### src/rtl/probe_scheduler_pkg.sv
// rtl/probe_scheduler_pkg.sv - shared types and constants for the probe scheduler
//
// Purpose: FSM state encoding, latency/sum widths and the default
// result timeout used by probe_scheduler and lat_stats.
package probe_sched_pkg;

  localparam int LAT_W           = 32;
  localparam int SUM_W           = 48;
  localparam int TIMEOUT_DEFAULT = 125000;  // 1 ms at 125 MHz

  typedef enum logic [2:0] {
    ST_IDLE,
    ST_ISSUE,
    ST_WAIT_TX,
    ST_WAIT_RX,
    ST_GAP,
    ST_DONE
  } state_t;

endpackage

### src/rtl/probe_scheduler_lat_stats.sv
// rtl/probe_scheduler_lat_stats.sv - latency min/max/saturating-sum accumulator
//
// Purpose: tracks the smallest, largest and summed latency of a run.
// Ports:
//   clock, reset_n    : clock, synchronous active-low reset
//   clear             : restart statistics (min all-ones, max 0, sum 0)
//   update, latency   : fold one latency sample into the statistics
//   lat_min, lat_max  : unsigned extremes seen since clear
//   lat_sum           : sum of samples, saturating at all-ones
module lat_stats
  import probe_sched_pkg::*;
(
  input  logic             clock,
  input  logic             reset_n,
  input  logic             clear,
  input  logic             update,
  input  logic [LAT_W-1:0] latency,
  output logic [LAT_W-1:0] lat_min,
  output logic [LAT_W-1:0] lat_max,
  output logic [SUM_W-1:0] lat_sum
);

  // One extra bit catches the carry out so the sum can clamp instead of wrap.
  logic [SUM_W:0] sum_ext;
  assign sum_ext = {1'b0, lat_sum} + {{(SUM_W + 1 - LAT_W){1'b0}}, latency};

  always_ff @(posedge clock) begin
    if (!reset_n || clear) begin
      lat_min <= '1;
      lat_max <= '0;
      lat_sum <= '0;
    end else if (update) begin
      if (latency < lat_min) lat_min <= latency;
      if (latency > lat_max) lat_max <= latency;
      lat_sum <= sum_ext[SUM_W] ? '1 : sum_ext[SUM_W-1:0];
    end
  end

endmodule

### src/rtl/probe_scheduler.sv
// rtl/probe_scheduler.sv - latency probe sequencer with run counters and statistics
//
// Purpose: issues probe_count probe requests (0 = until stop) separated by
// gap_cycles idle cycles, waits for each latency result or a timeout, and
// keeps sent/received/lost counters plus optional latency statistics.
// Build option: define PROBE_SCHED_STATS_EN to build lat_min/lat_max/lat_sum;
// otherwise those outputs are constant 0.
// Ports:
//   clock, reset_n            : clock, synchronous active-low reset
//   start, stop               : run control pulses
//   probe_count, gap_cycles   : run setup, sampled on an accepted start
//   tx_req / tx_ack / tx_done : probe frame handshake with the sender
//   rx_valid, rx_latency      : latency result from the receiver
//   busy, done                : run in progress / one-cycle end-of-run pulse
//   sent_cnt, recv_cnt, lost_cnt : saturating run counters
//   lat_min, lat_max, lat_sum : latency statistics
module probe_scheduler
  import probe_sched_pkg::*;
#(
  parameter int CNT_W   = 16,
  parameter int GAP_W   = 24,
  parameter int TIMEOUT = TIMEOUT_DEFAULT
) (
  input  logic             clock,
  input  logic             reset_n,
  input  logic             start,
  input  logic             stop,
  input  logic [CNT_W-1:0] probe_count,
  input  logic [GAP_W-1:0] gap_cycles,
  output logic             tx_req,
  input  logic             tx_ack,
  input  logic             tx_done,
  input  logic             rx_valid,
  input  logic [LAT_W-1:0] rx_latency,
  output logic             busy,
  output logic             done,
  output logic [CNT_W-1:0] sent_cnt,
  output logic [CNT_W-1:0] recv_cnt,
  output logic [CNT_W-1:0] lost_cnt,
  output logic [LAT_W-1:0] lat_min,
  output logic [LAT_W-1:0] lat_max,
  output logic [SUM_W-1:0] lat_sum
);

  localparam int TO_W = $clog2(TIMEOUT + 1);

  state_t           state, state_next;
  logic [CNT_W-1:0] count_reg;
  logic [GAP_W-1:0] gap_reg;
  logic [GAP_W-1:0] gap_cnt;
  logic [TO_W-1:0]  to_cnt;
  logic             stop_flag;

  logic start_ok, ack_ok, rx_ok, to_expire, run_end, gap_end;

  function automatic logic [CNT_W-1:0] sat_inc(input logic [CNT_W-1:0] v);
    return (&v) ? v : v + 1'b1;
  endfunction

  assign start_ok  = (state == ST_IDLE) && start;
  assign ack_ok    = (state == ST_ISSUE) && tx_ack;
  assign rx_ok     = (state == ST_WAIT_RX) && rx_valid;
  // A result arriving on the expiry cycle wins over the timeout.
  assign to_expire = (state == ST_WAIT_RX) && !rx_valid && (to_cnt == TO_W'(TIMEOUT - 1));
  // A stop pulse on the deciding cycle itself is honoured as well as an earlier one.
  assign run_end   = stop_flag || stop || ((count_reg != '0) && (sent_cnt == count_reg));
  // A zero gap still spends one cycle in GAP.
  assign gap_end   = (gap_reg == '0) || (gap_cnt == gap_reg - GAP_W'(1));

  always_ff @(posedge clock) begin
    if (!reset_n) state <= ST_IDLE;
    else          state <= state_next;
  end

  always_comb begin
    state_next = state;
    tx_req     = 1'b0;
    busy       = (state != ST_IDLE);
    done       = 1'b0;
    case (state)
      ST_IDLE:    if (start) state_next = ST_ISSUE;
      ST_ISSUE: begin
        tx_req = 1'b1;
        if (tx_ack) state_next = ST_WAIT_TX;
      end
      ST_WAIT_TX: if (tx_done) state_next = ST_WAIT_RX;
      ST_WAIT_RX: if (rx_ok || to_expire) state_next = run_end ? ST_DONE : ST_GAP;
      ST_GAP:     if (gap_end) state_next = run_end ? ST_DONE : ST_ISSUE;
      ST_DONE: begin
        done       = 1'b1;
        state_next = ST_IDLE;
      end
      default:    state_next = ST_IDLE;
    endcase
  end

  always_ff @(posedge clock) begin
    if (!reset_n) begin
      count_reg <= '0;
      gap_reg   <= '0;
      stop_flag <= 1'b0;
      sent_cnt  <= '0;
      recv_cnt  <= '0;
      lost_cnt  <= '0;
    end else if (start_ok) begin
      count_reg <= probe_count;
      gap_reg   <= gap_cycles;
      stop_flag <= 1'b0;
      sent_cnt  <= '0;
      recv_cnt  <= '0;
      lost_cnt  <= '0;
    end else begin
      if (state != ST_IDLE && stop) stop_flag <= 1'b1;
      if (ack_ok)    sent_cnt <= sat_inc(sent_cnt);
      if (rx_ok)     recv_cnt <= sat_inc(recv_cnt);
      if (to_expire) lost_cnt <= sat_inc(lost_cnt);
    end
  end

  // Timeout counter restarts when the frame leaves the sender.
  always_ff @(posedge clock) begin
    if (!reset_n) begin
      to_cnt <= '0;
    end else if (state == ST_WAIT_TX && tx_done) begin
      to_cnt <= '0;
    end else if (state == ST_WAIT_RX && !to_expire) begin
      to_cnt <= to_cnt + 1'b1;
    end
  end

  always_ff @(posedge clock) begin
    if (!reset_n || state != ST_GAP) gap_cnt <= '0;
    else                             gap_cnt <= gap_cnt + 1'b1;
  end

`ifdef PROBE_SCHED_STATS_EN
  lat_stats u_lat_stats (
    .clock   (clock),
    .reset_n (reset_n),
    .clear   (start_ok),
    .update  (rx_ok),
    .latency (rx_latency),
    .lat_min (lat_min),
    .lat_max (lat_max),
    .lat_sum (lat_sum)
  );
`else
  logic unused_latency;
  assign unused_latency = ^rx_latency;
  assign lat_min = '0;
  assign lat_max = '0;
  assign lat_sum = '0;
`endif

endmodule

### config.mk
export PLATFORM = sky130hd
export DESIGN_NAME = probe_scheduler
export DESIGN_NICKNAME = d
export VERILOG_FILES = /design/src/rtl/probe_scheduler_pkg.sv /design/src/rtl/probe_scheduler_lat_stats.sv /design/src/rtl/probe_scheduler.sv
export SDC_FILE = /design/constraint.sdc
export NUM_CORES = 1
export LEC_CHECK = 0
export CAP_MARGIN = 20
export CORE_MARGIN = 10
export CORE_UTILIZATION = 47
export CTS_CLUSTER_SIZE = 28
export DETAILED_ROUTE_END_ITERATION = 16
export HOLD_SLACK_MARGIN = 0.08
export PLACE_DENSITY = 0.78
export SYNTH_ARGS = -nofsm -noshare
export SYNTH_HDL_FRONTEND = slang
export SYNTH_HIERARCHICAL = 1
export SYNTH_SLANG_ARGS = --single-unit
### constraint.sdc
create_clock -name clock -period 2.9 [get_ports clock]
set_input_delay 0.58 -clock clock [delete_from_list [all_inputs] [get_ports clock]]
set_output_delay 0.58 -clock clock [all_outputs]
set_load 0.01 [all_outputs]
==> impl_results.md <==
* Most used DFF post-synth: dfxtp_1
* Routability congestion estimate at 0.855
* Fmax at 375 MHz
* Arrival time at the worst endpoint at 2.96 ns
* Seq pwr share at 0.380
* Port bufs at 97
* Post-Place Cell Area at 8390 sq um
* WL per Instance at 14.1 um
* Syn Area/Cell at 8.09 sq um
* CTS tree: done
* HP Class: reg -> reg
* Clock Tree Root: clkbuf_16
* LEAKAGE at 3.29 nW
* Critical Path Max Stage Delay at 0.47 ns
* Ant. Diodes at 0
* Slew Limit Fails at 0
* Congestion Overflow GR at 0
* Top cell type by total area after synthesis: dfxtp_1
* Final ANT Viol Nets at 0
* Synth area leaders: dfxtp_1, buf_4, xnor2_1
* Switch Pwr at 1.88 mW
* Final Hold Fails at 0
* Die height at 147 um
* Setup Viol. Count Final at 0
* PwrDens at 632 nW/um^2
* Switching share of total power at 0.332
* Post-CTS Hold Buffers at 0
* Total track usage at 0.161
* Area Growth Syn to Fin at 17.2%
* Initial Util at 0.481
* Core area at 15900 sq um
* Critical path fanouts, max at 7
* Vias per cell at 4.99
* Synth top area share at 0.349
* Crit-path slowest cell: nor3b_2
* CP Capture Type: flip-flop
* Worst slew margin at 0.454
* Setup TNS at 0 ns
* Period utilization at 0.919
* TritonCTS Sinks at 133
* Initial antenna violation count at 0
* Clock skew at 0.00967 ns
* Resized Gates After CTS at 0
* DR pass1 iterations at 5
* Postcts setup bufs at 0
* Commonest non-fill, non-tap cells in the layout: dfxtp_1, nand2_1, conb_1, nor2_1, clkdlybuf4s50_1
* Largest net degree at the start of global routing at 42
* First-pass GRT wire length at 29500 um
* DR vias at 6291
* Synth cell types at 63
* Synth async-reset ratio at 0
* Starting DRT DRC Count at 345
* CTS Buf Count at 17
* Post-synthesis sequential area ratio at 0.349
* Pint at 3.78 mW
* Peak supply drop at 506 uV
* Synth Cell Area at 7640 sq um
* Design area at 8950 sq um
* I/O pin total at 242
* Tmin final at 2.67 ns
* Vias in the first global route at 6168
* Die X at 147 um
* Nets@finish at 1117
* RSZ-0062 raised after global routing: no
* CP Data Required Time at 3.19 ns
* Synthesis-stage register bit count at 133
* Final HPWL DP at 13500 um
* Leading cell type in the layout, fill and taps excluded: dfxtp_1
* Comb power frac at 0.256
* Synth Warn # at 6
* Crit path kind: reg -> reg
* Num rows at 46
* H-Tree Depth at 4
* Final wirelength at 17800 um
* Clock slew at reported path FFs at 0.06 ns
* EDFF count, synth at 0
* Full die area at 21700 sq um
* DRC errors left at 0
* Syn Inst Count at 944
* Clock Path Buffers at 2
* CP startpoint kind: flip-flop
* Status: complete, no violations
* Max-cap violations at 0
* Critical Path, Cell by Cell: inv_1 > ha_1 > nor3b_2 > and3_1 > nand4_1 > nor4_1 > nor2_4 > nor4_2 > o22ai_1
* Clk pwr share at 0.363
* Worst-Margin Slew at 0.817 ns
* Share of layout cells above drive strength 1 at 0.0575
* Fillers at 1444
* Later-pin clock latency in the skew report at 0.42 ns
## synthesized netlist by cell type (3+ instances only)
library cell / count
o21ai_0: 19
buf_2: 4
a21boi_0: 40
inv_1: 19
nor4b_1: 6
nor3_1: 18
nor4_1: 11
ha_1: 7
or3_1: 20
nor4_2: 3
o21ai_1: 3
a21oi_1: 23
xnor2_1: 57
nor3b_2: 3
nor2_1: 99
nor2b_1: 3
mux2i_1: 3
o22ai_1: 3
nand2_1: 124
a31oi_1: 4
xor2_1: 54
and2_1: 3
and4_1: 7
nand4_1: 29
clkbuf_1: 36
buf_4: 112
nor3b_1: 9
and3_1: 14
dfxtp_1: 133
nand3_1: 35
## per-layer routing
layer / GRT usage / vias to the layer above / routed length [um]
met4: 0.0555 / 0 / 215
li1: - / 3148 / -
met2: 0.270 / 194 / 8530
met3: 0.0577 / 19 / 1360
met5: 0 / - / 0
met1: 0.186 / 2930 / 7720
## power groups by stage
stage / logic, mW / registers (mW) / clock network (mW)
after floorplan: 1.24 / 2.10 / 0
after global placement: 1.43 / 2.19 / 0
after detailed placement: 1.45 / 2.19 / 0
after CTS: 1.46 / 2.15 / 2.10
after global routing: 1.63 / 2.18 / 2.18
final: 1.45 / 2.15 / 2.06
## layout make-up
class                           instances  area [sq um]  share of cell area
Multi-Input combinational cell        749          4310               0.481
Sequential cell                       133          2660               0.297
Inverter                               19          71.3             0.00797
Tap cell                              216           270              0.0302
Clock inverter                         14           125              0.0140
Timing Repair Buffer                  111          1080               0.120
Clock buffer                           18           439              0.0490
## worst max-delay path, delay by kind of cell (launching register included)
kind	cells	cell delay, ns
flops	1	0.36
simple gates	6	1.71
compound gates	1	0.11
buf+inv	1	0.10
fa+ha+maj	1	0.28
## through the flow
| stage | hold WS [ns] | std cells | utilization | worst slack (ns) | total power [mW] |
|---|---|---|---|---|---|
| floorplan | 0.437 | 1055 | - | 0.581 | 3.34 |
| global placement | 0.450 | 1228 | 0.528 | 0.295 | 3.61 |
| detailed placement | 0.455 | 1228 | 0.528 | 0.262 | 3.64 |
| CTS | 0.471 | 1260 | 0.564 | 0.233 | 5.71 |
| global route | 0.493 | 1260 | 0.564 | 0.106 | 5.98 |
| finish | 0.467 | 1260 | 0.564 | 0.235 | 5.66 |
## worst paths after layout
kind                                start                      to  slack [ns]  cells after the start
setup reg to reg  gap_reg[1]$_SDFFE_PN0P_   state[2]$_SDFFE_PN0P_        0.23                      9
setup / recovery  gap_reg[1]$_SDFFE_PN0P_   state[2]$_SDFFE_PN0P_        0.23                      9
hold / removal     stop_flag$_SDFFE_PP0P_  stop_flag$_SDFFE_PP0P_        0.47                      2
hold reg to reg    stop_flag$_SDFFE_PP0P_  stop_flag$_SDFFE_PP0P_        0.47                      2
## logic make-up after synthesis
logic type	Yosys count	share of synthesized area
buffers and inverters	173	0.142
other	1	0.000491
multiplexers	4	0.00541
XOR/XNOR	111	0.127
flip-flops	133	0.349
adder cells (fa/ha/maj)	7	0.0115
AO/OA/AOI/OAI	116	0.101
AND/OR/NAND/NOR	399	0.264
No activity file was read; power rests on OpenSTA's default activity.
